$ cat src/rtl/can_rx_deframer.sv
// can_rx_deframer
//   Receives one CAN-style frame at a time from the sampled bus level.
//   The receiver removes stuff bits, checks CRC-15 and the fixed-form bits,
//   drives the ACK slot, and presents the decoded fields once the frame is
//   complete.
//
// Ports
//   clk_i            system clock
//   rst_i            asynchronous active-low reset
//   bit_tick_i       one-cycle strobe at the bit sample point
//   rx_i             bus level (0 dominant, 1 recessive)
//   rx_busy          frame (or error recovery) in progress
//   ack_o            ACK drive, 0 = drive dominant
//   frame_valid_o    one-cycle pulse, good frame received
//   msg_type_o .. data_o   decoded fields, updated only with frame_valid_o
//   crc_err_o, stuff_err_o, form_err_o   one-cycle error pulses
module can_rx_deframer (
  input  logic        clk_i,
  input  logic        rst_i,
  input  logic        bit_tick_i,
  input  logic        rx_i,
  output logic        rx_busy,
  output logic        ack_o,
  output logic        frame_valid_o,
  output logic        msg_type_o,
  output logic [5:0]  addr_sender_o,
  output logic [5:0]  addr_recipient_o,
  output logic [1:0]  sign_o,
  output logic [1:0]  attribute_o,
  output logic [3:0]  expand_count_o,
  output logic [7:0]  cmd_data_sign_o,
  output logic        rtr_o,
  output logic [3:0]  dlc_o,
  output logic [63:0] data_o,
  output logic        crc_err_o,
  output logic        stuff_err_o,
  output logic        form_err_o
);

  typedef enum logic [3:0] {
    IDLE, SOF, FIELDS, CRC, CRC_DELIM, ACK_SLOT, ACK_DELIM, EOF, ERR_WAIT
  } state_t;

  // Field index while in SOF/FIELDS
  localparam logic [3:0] F_MSG = 4'd0;
  localparam logic [3:0] F_SND = 4'd1;
  localparam logic [3:0] F_RHI = 4'd2;
  localparam logic [3:0] F_SRR = 4'd3;
  localparam logic [3:0] F_IDE = 4'd4;
  localparam logic [3:0] F_RLO = 4'd5;
  localparam logic [3:0] F_SGN = 4'd6;
  localparam logic [3:0] F_ATT = 4'd7;
  localparam logic [3:0] F_EXP = 4'd8;
  localparam logic [3:0] F_CMD = 4'd9;
  localparam logic [3:0] F_RTR = 4'd10;
  localparam logic [3:0] F_RSV = 4'd11;
  localparam logic [3:0] F_DLC = 4'd12;
  localparam logic [3:0] F_DAT = 4'd13;

  function automatic logic [6:0] fld_len(input logic [3:0] f);
    logic [6:0] len;
    case (f)
      F_MSG, F_SRR, F_IDE, F_RTR:        len = 7'd1;
      F_RLO, F_SGN, F_ATT, F_RSV:        len = 7'd2;
      F_RHI, F_EXP, F_DLC:               len = 7'd4;
      F_SND:                             len = 7'd6;
      F_CMD:                             len = 7'd8;
      F_DAT:                             len = 7'd64;
      default:                           len = 7'd1;
    endcase
    return len;
  endfunction

  function automatic logic [14:0] crc15_step(input logic [14:0] c, input logic b);
    logic [14:0] n;
    n = {c[13:0], 1'b0};
    if (b ^ c[14]) n = n ^ 15'h4599;
    return n;
  endfunction

  state_t      state_q, state_d;
  logic [3:0]  fld_q, fld_d;
  logic [6:0]  cnt_q, cnt_d;
  logic [2:0]  run_q, run_d;
  logic        last_q, last_d;
  logic        crc_ok_q, crc_ok_d;
  logic        ack_d, fv_d, crc_err_d, stuff_err_d, form_err_d;
  logic        take_bit, crc_bit, crc_clr, load_out;

  // Stored header bits, MSB-first: msg, sender, recip_hi, recip_lo, sign,
  // attribute, expand, cmd, dlc (SRR/IDE/reserved/RTR are not kept here).
  logic [32:0] hdr_q;
  logic [63:0] data_q;
  logic [13:0] rx_crc_q;
  logic [14:0] crc_q;
  logic        rtr_q;

  assign rx_busy = (state_q != IDLE);

  always_comb begin
    state_d     = state_q;
    fld_d       = fld_q;
    cnt_d       = cnt_q;
    run_d       = run_q;
    last_d      = last_q;
    crc_ok_d    = crc_ok_q;
    ack_d       = ack_o;
    fv_d        = 1'b0;
    crc_err_d   = 1'b0;
    stuff_err_d = 1'b0;
    form_err_d  = 1'b0;
    take_bit    = 1'b0;
    crc_bit     = 1'b0;
    crc_clr     = 1'b0;
    load_out    = 1'b0;
    if (bit_tick_i) begin
      unique case (state_q)
        IDLE: begin
          if (!rx_i) begin
            state_d = SOF;
            fld_d   = F_MSG;
            cnt_d   = '0;
            run_d   = 3'd1;      // SOF itself starts the dominant run
            last_d  = 1'b0;
            crc_clr = 1'b1;
          end
        end
        SOF, FIELDS, CRC: begin
          if (run_q == 3'd5) begin
            // Stuff bit slot: must be the opposite polarity, then dropped
            if (rx_i == last_q) begin
              stuff_err_d = 1'b1;
              state_d     = ERR_WAIT;
              cnt_d       = '0;
            end else begin
              run_d  = 3'd1;
              last_d = rx_i;
            end
          end else begin
            run_d  = (rx_i == last_q) ? run_q + 3'd1 : 3'd1;
            last_d = rx_i;
            if (state_q == CRC) begin
              crc_bit = 1'b1;
              if (cnt_q == 7'd14) begin
                state_d  = CRC_DELIM;
                cnt_d    = '0;
                crc_ok_d = ({rx_crc_q, rx_i} == crc_q);
              end else begin
                cnt_d = cnt_q + 7'd1;
              end
            end else begin
              take_bit = 1'b1;
              if ((fld_q == F_SRR || fld_q == F_IDE) && !rx_i) begin
                form_err_d = 1'b1;
                state_d    = ERR_WAIT;
                cnt_d      = '0;
              end else if (cnt_q == fld_len(fld_q) - 7'd1) begin
                cnt_d = '0;
                if (fld_q == F_DAT || (fld_q == F_DLC && rtr_q)) begin
                  state_d = CRC;
                end else begin
                  fld_d   = fld_q + 4'd1;
                  state_d = FIELDS;
                end
              end else begin
                cnt_d   = cnt_q + 7'd1;
                state_d = FIELDS;
              end
            end
          end
        end
        CRC_DELIM: begin
          cnt_d = '0;
          if (!crc_ok_q) begin
            crc_err_d = 1'b1;
            state_d   = ERR_WAIT;
          end else if (!rx_i) begin
            form_err_d = 1'b1;
            state_d    = ERR_WAIT;
          end else begin
            state_d = ACK_SLOT;
            ack_d   = 1'b0;
          end
        end
        ACK_SLOT: begin
          // Slot sample is ignored; release the dominant drive
          state_d = ACK_DELIM;
          ack_d   = 1'b1;
        end
        ACK_DELIM: begin
          cnt_d = '0;
          if (!rx_i) begin
            form_err_d = 1'b1;
            state_d    = ERR_WAIT;
          end else begin
            state_d = EOF;
          end
        end
        EOF: begin
          if (!rx_i) begin
            form_err_d = 1'b1;
            state_d    = ERR_WAIT;
            cnt_d      = '0;
          end else if (cnt_q == 7'd6) begin
            fv_d     = 1'b1;
            load_out = 1'b1;
            state_d  = IDLE;
            cnt_d    = '0;
          end else begin
            cnt_d = cnt_q + 7'd1;
          end
        end
        ERR_WAIT: begin
          if (!rx_i) begin
            cnt_d = '0;
          end else if (cnt_q == 7'd6) begin
            state_d = IDLE;
            cnt_d   = '0;
          end else begin
            cnt_d = cnt_q + 7'd1;
          end
        end
        default: state_d = IDLE;
      endcase
    end
  end

  always_ff @(posedge clk_i or negedge rst_i) begin
    if (!rst_i) begin
      state_q       <= IDLE;
      fld_q         <= '0;
      cnt_q         <= '0;
      run_q         <= 3'd1;
      last_q        <= 1'b1;
      crc_ok_q      <= 1'b0;
      ack_o         <= 1'b1;
      frame_valid_o <= 1'b0;
      crc_err_o     <= 1'b0;
      stuff_err_o   <= 1'b0;
      form_err_o    <= 1'b0;
    end else begin
      state_q       <= state_d;
      fld_q         <= fld_d;
      cnt_q         <= cnt_d;
      run_q         <= run_d;
      last_q        <= last_d;
      crc_ok_q      <= crc_ok_d;
      ack_o         <= ack_d;
      frame_valid_o <= fv_d;
      crc_err_o     <= crc_err_d;
      stuff_err_o   <= stuff_err_d;
      form_err_o    <= form_err_d;
    end
  end

  always_ff @(posedge clk_i or negedge rst_i) begin
    if (!rst_i) begin
      hdr_q            <= '0;
      data_q           <= '0;
      rx_crc_q         <= '0;
      crc_q            <= '0;
      rtr_q            <= 1'b0;
      msg_type_o       <= 1'b0;
      addr_sender_o    <= '0;
      addr_recipient_o <= '0;
      sign_o           <= '0;
      attribute_o      <= '0;
      expand_count_o   <= '0;
      cmd_data_sign_o  <= '0;
      rtr_o            <= 1'b0;
      dlc_o            <= '0;
      data_o           <= '0;
    end else begin
      if (crc_clr) begin
        crc_q <= '0;
      end else if (take_bit) begin
        crc_q <= crc15_step(crc_q, rx_i);
      end
      if (take_bit) begin
        if (fld_q == F_DAT) begin
          data_q <= {data_q[62:0], rx_i};
        end else if (fld_q == F_RTR) begin
          rtr_q <= rx_i;
        end else if (fld_q != F_SRR && fld_q != F_IDE && fld_q != F_RSV) begin
          hdr_q <= {hdr_q[31:0], rx_i};
        end
      end
      if (crc_bit) begin
        rx_crc_q <= {rx_crc_q[12:0], rx_i};
      end
      if (load_out) begin
        msg_type_o       <= hdr_q[32];
        addr_sender_o    <= hdr_q[31:26];
        addr_recipient_o <= {hdr_q[25:22], hdr_q[21:20]};
        sign_o           <= hdr_q[19:18];
        attribute_o      <= hdr_q[17:16];
        expand_count_o   <= hdr_q[15:12];
        cmd_data_sign_o  <= hdr_q[11:4];
        dlc_o            <= hdr_q[3:0];
        rtr_o            <= rtr_q;
        // Data shift register may hold a previous frame's bits on RTR
        data_o           <= rtr_q ? 64'h0 : data_q;
      end
    end
  end

endmodule

$ cat config.mk
export PLATFORM = sky130hd
export DESIGN_NAME = can_rx_deframer
export DESIGN_NICKNAME = d
export VERILOG_FILES = /design/src/rtl/can_rx_deframer.sv
export SDC_FILE = /design/constraint.sdc
export NUM_CORES = 1
export LEC_CHECK = 0
export ABC_AREA = 1
export CAP_MARGIN = 0
export CELL_PAD_IN_SITES_DETAIL_PLACEMENT = 0
export CELL_PAD_IN_SITES_GLOBAL_PLACEMENT = 1
export CORE_MARGIN = 1.5
export CORE_UTILIZATION = 44
export DETAILED_ROUTE_END_ITERATION = 6
export PLACE_DENSITY = 0.82
export SLEW_MARGIN = 0
export SYNTH_ARGS = -nofsm -noshare
export SYNTH_HDL_FRONTEND = slang
export SYNTH_SLANG_ARGS = --single-unit
$ cat constraint.sdc
create_clock -name clk_i -period 3.11 [get_ports clk_i]
set_input_delay 0.622 -clock clk_i [delete_from_list [all_inputs] [get_ports clk_i]]
set_output_delay 0.622 -clock clk_i [all_outputs]
set_load 0.005 [all_outputs]
======== After elaboration in Yosys (flattened, before gate mapping) ========
Memory sizes are Yosys's and may differ from the RTL's.
Index checks and enable logic that the tools add are counted.
word-level totals
  word-level logic and storage cells ...... 177
  flip-flop bits (word level) ............. 250
  memories ................................ 1
  output and inout bits ................... 104
  input bits .............................. 4
  ROM bits ................................ 80
memory list
  memory            depth  width  read ports  clocked after memory_dff  wr ports  line  RTL
  (name not given)  16     5      1           0                         0         62    case (f)
cells by class
  bitwise gates (word level) .............. 5
  equal/unequal tests ..................... 34
  muxes and demuxes ....................... 81
  reduce and logical (&&, ||, !) cells .... 26
  add/subtract/negate cells ............... 4
operator list
  cell                                            count
  two-way mux 7 bit                               14
  two-way mux 4 bit                               19
  two-way mux 64 bit                              1
  two-way mux 15 bit                              3
  two-way mux 1 bit                               33
  one-hot mux 4 bit (7 select lines)              1
  one-hot mux 7 bit (4 select lines)              1
  == test 4 x 3 -> 1 bit (second input constant)  5
  != test 2 bit (second input constant)           9
  == test 4 bit (second input constant)           4
  AND reduction 4 bit                             4
  == test 15 bit                                  1
  == test 4 x 2 -> 1 bit (second input constant)  3
  two-way mux 3 bit                               4
  AND reduction 5 bit                             2
  != test 4 bit (second input constant)           2
  one-hot mux 4 bit (2 select lines)              1
  AND reduction 8 bit                             1
  nonzero test 4 bit                              2
  adder 7 x 1 -> 7 bit (second input constant)    1
  == test 7 x 3 -> 1 bit (second input constant)  1
  == test 7 x 4 -> 1 bit (second input constant)  1
  == test 7 bit                                   1
  inverter 7 bit                                  1
  other kinds (23)                                35

======== Longest topological paths before layout ========
  word-level depth ........................ 15
  mapped depth ............................ 23
  depth with buffers taken out ............ 23

======== Worst setup path after synthesis ========
Ideal clock, no wire load.
  kind .................................... register to register
  start point ............................. reg fld_q[0]
  end point ............................... reg cnt_q[3]
  path slack .............................. 654 ps
  setup time .............................. 113 ps
  cell stages (with the launch flop) ...... 18
  arrival time ............................ 2342 ps
  path buffers ............................ 0
  required time ........................... 2997 ps
  period minus slack after synthesis ...... 2456 ps
  cells stage by stage .................... dfrtp_1 -> ha_1 -> ha_1 -> or2_2 -> nand2_1 -> ha_1 -> xor2_1 -> nand2_1 -> nor2_1 -> nand2_1 -> nor2_1 -> nand3_1 -> o21bai_1 -> nand2_1 -> nand2_1 -> nand3_2 -> nand2_1 -> inv_1
on the way
  cells in the longest elaborated chain, start to end .. 13
  elaborated cells between the ends (all ways) .. 17
  those cells by class .................... add/sub (1); eq/ne (3); mux (10); reduce/logical (2); memory (1)
RTL lines
  item                                    line  RTL
  from (decl)                             82    logic [3:0] fld_q, fld_d;
  from (signal assigned)                  243   fld_q <= fld_d;
  memory read (16 x 5 bit)                --
  two-way mux 7 bit                       153   if ((fld_q == F_SRR || fld_q == F_IDE) && !rx_i) begin
  two-way mux 7 bit                       142   if (state_q == CRC) begin
  two-way mux 7 bit                       129   if (run_q == 3'd5) begin
  two-way mux 7 bit                       117   unique case (state_q)
  two-way mux 7 bit                       116   if (bit_tick_i) begin
  subtractor 7 x 1 -> 7 bit               157   end else if (cnt_q == fld_len(fld_q) - 7'd1) begin
  == test 7 bit                           157
  two-way mux 7 bit                       157
  two-way mux 7 bit (*)                   153
  two-way mux 7 bit (*)                   142
  two-way mux 7 bit (*)                   129
  one-hot mux 7 bit (4 select lines) (*)  117
  to (signal assigned)                    244   cnt_q <= cnt_d;
  to (decl)                               83    logic [6:0] cnt_q, cnt_d;
Mark *: on every way between the ends. The rest lies on a longest branch, timed or not. The select of a mux whose other input is x is not followed.
A chain may end at the register's enable or synchronous reset.

======== Worst setup path in the final report ========
Same ends and word-level chain as after synthesis.

==> key figures <==
Critical path
  – Critical path buffers and inverters: 2
  – Crit-path most repeated cell: nand2_1
  – Max incr delay on CP: 0.42 ns
  – Largest fanout on the critical path: 6
  – Reg2reg start: fld_q[0]
  – Critical path endpoint category: flip-flop
  – Slowest cell on the critical path: dfrtp_1
  – Critical R2R Capture: cnt_q[3]
  – Critical path class: flip-flop to flip-flop
  – Cell Chain, Critical Path: inv_1 -> ha_1 -> nand2_1 -> nand2_1 -> nand2_1 -> nand2_1 -> ha_4 -> xor2_1 -> nand2_1 -> nor2_1 -> nand2_1 -> nor2_1 -> nand3_2 -> o21bai_1 -> nand2_1 -> nand2_1 -> nand3_4 -> nand2_1 -> inv_1
  – Crit path required time: 3.54 ns
  – Crit path launch type: flip-flop
  – Setup slack, reg-to-reg: 0.37 ns
  – R2r worst-path depth: 19
  – Crit path max-delay family: simple AND/OR/NAND/NOR gates
  – CP Data Arrival Time: 3.17 ns

Power
  – Peak VDD IR: 0.506 mV
  – Pwr Density: 703 nW/um2
  – Pleak: 5.85 nW

Routing
  – Final WL: 21800 um
  – Antenna viol nets, final: 0
  – DR WL/cell: 13.6 um
  – DR iter-0 viols: 383
  – Vias/cell: 4.79
  – Via count: 7656
  – First-pass detailed-route iteration total: 7
  – Detailed-route DRC error count: 0

CTS
  – Worst-path clk slew: 0.06 ns
  – Clock sink total: 250
  – Root Buffer: clkbuf_16
  – H-tree Lvls: 1
  – Clock Path Buffers: 3
  – TritonCTS clock tree: built
  – Worst-skew pair later-pin latency: 0.54 ns
  – Cts bufs inserted: 27

Floorplanning
  – Die ar.: 24900 um2
  – Chip Width: 158 um
  – Placeable Area: 23500 um2
  – Starting Density: 45.0%
  – # IOs: 108
  – Die height: 158 um
  – # rows: 56

Finish
  – Finished Core Util: 55.3%
  – ANT cells: 0
  – Post-route cell area: 13000 um2
  – Area of the multi-input gates: 3440 um2
  – Area growth from synthesis to layout: 22.9%
  – Layout fillers: 2116
  – Share of cells above drive strength 1: 8.43%
  – Layout Nets: 1278
  – FF/Latch Area: 6260 um2

Yosys
  – Syn avg cell area: 9.13 um2
  – Commonest cells post-synth: nand2_1 (311), dfrtp_1 (247), inv_1 (166)
  – Yosys cell types: 39
  – Synth area leaders: dfrtp_1 (59%), nand2_1 (11%), inv_1 (5.9%)
  – Most frequent cell after synthesis: nand2_1
  – Yosys warning count: 0
  – Synth top area share: 58.6%
  – Post-synth ARST share: 100%
  – Post-synth EDFFs: 0
  – Syn Nets: 1171
  – Syn Inst Count: 1156
  – Dominant synthesized flop cell: dfrtp_1
  – Mapped Area: 10600 um2
  – Register area share after synthesis: 59.3%
  – Flops & latches, synth: 250
  – Dominant cell type by area after synthesis: dfrtp_1

Placed design
  – DP HPWL: 14500 um
  – Port-buffer cells: 107
  – Pre-CTS setup slack: 0.241 ns
  – RD Place Congestion: 0.864
  – Placed cell area: 12000 um2

STA
  – Tcrit/Tclk final: 88.0%
  – Endpoints failing setup: 0
  – Slew Limit Fails: 0
  – Minimum clock period: 2.74 ns
  – Clk_skew: 0.00941 ns
  – Hold Fails Final Rpt: 0
  – Slew HR: 50.5%
  – Max Freq: 365 MHz
  – Slew of the pin with the lowest slew margin: 0.742 ns
  – Worst setup margin: 0.373 ns
  – Hold WS: 0.0926 ns

Global route
  – First-pass GRT wire length: 36600 um
  – Initial antenna violation count: 0
  – Vias in the first global route: 7311
  – Total GRT Usage: 18.2%
  – Largest net degree at the start of global routing: 84
  – Grt ovf: 0

Min path
  – HP Class: input port to asynchronous set/reset pin

Job
  – Total of max-cap violations: 0

Run status
  – Status: complete, no violations
==> cell families after synthesis <==
kind of cell,count (synthesis),share of synthesized area [%]
adders and majority gates,11,1.30
DFF,250,59.3
xor gates and xnor gates,30,2.49
buffers and inverters,221,8.58
and+or+nand+nor,394,15.6
AOI/OAI and AO/OA,250,12.8
==> worst max path at each step <==
stage                endpoint  depth (start not counted)       start
floorplan            cnt_q[3]                         17    fld_q[0]
global placement     fld_q[0]                         18    fld_q[2]
detailed placement  data_o[1]                          7  bit_tick_i
CTS                  fld_q[0]                         18    fld_q[2]
global route         cnt_q[3]                         22    fld_q[0]
finish               cnt_q[3]                         19    fld_q[0]
==> metrics by stage <==
stage | setup TNS [ns] | instances | power (mW)
after global placement | 0 | 1553 | 5.80
after CTS | 0 | 1600 | 9.17
final | 0 | 1600 | 9.12
after floorplan | 0 | 1156 | 5.28
after detailed placement | 0 | 1553 | 5.83
after global routing | -0.0237 | 1600 | 9.66
==> state kept, by name, summed over array words and instances (netlist names), 2 cells and up <==
| name | count |
|---|---|
| cmd_data_sign_o | 8 |
| addr_recipient_o | 6 |
| cnt_q | 7 |
| data_q | 64 |
| attribute_o | 2 |
| data_o | 64 |
| hdr_q | 33 |
| expand_count_o | 4 |
| state_q | 4 |
| sign_o | 2 |
| addr_sender_o | 6 |
| rx_crc_q | 14 |
| run_q | 3 |
| crc_q | 15 |
| dlc_o | 4 |
| fld_q | 4 |
==> area by class of cell <==
cell class / instances / area share, %
Timing Repair Buffer: 126 / 9.97
Sequential cell: 250 / 48.3
Multi-Input combinational cell: 685 / 26.5
Clock buffer: 36 / 6.01
Tap cell: 319 / 3.08
Clock inverter: 11 / 1.15
Inverter: 173 / 5.04
==> metal layers <==
metal / part of all wire, % / global-route usage (%)
met1: 48 / 25.3
met2: 46 / 30.0
met3: 3.2 / 2.41
met4: 2.1 / 4.81
met5: 0 / 0
==> cell usage in the layout (no fill, tap or decap), types with 16 or more instances in the layout <==
master           instances
dfrtp_1                246
nand2_1                309
o21ai_1                110
o22ai_1                 16
nand3_1                 25
clkbuf_16               27
clkdlybuf4s50_1        106
o21ai_0                 94
nor2_1                  28
xor2_1                  18
inv_1                  166
==> what timing repair did <==
action | CTS | global route
hold buffers | 0 | 0
setup buffers | 0 | 0
setup endpoints to repair | 0 | 12
gates resized for setup | 0 | 7
==> power breakdown <==
group / total, mW / internal (mW) / switching (mW)
combinational: 2.04 / 0.760 / 1.28
sequential: 3.77 / 3.54 / 0.233
clock: 3.31 / 2.01 / 1.30
total: 9.12 / 6.31 / 2.81
(Power assumes the default switching activity.)
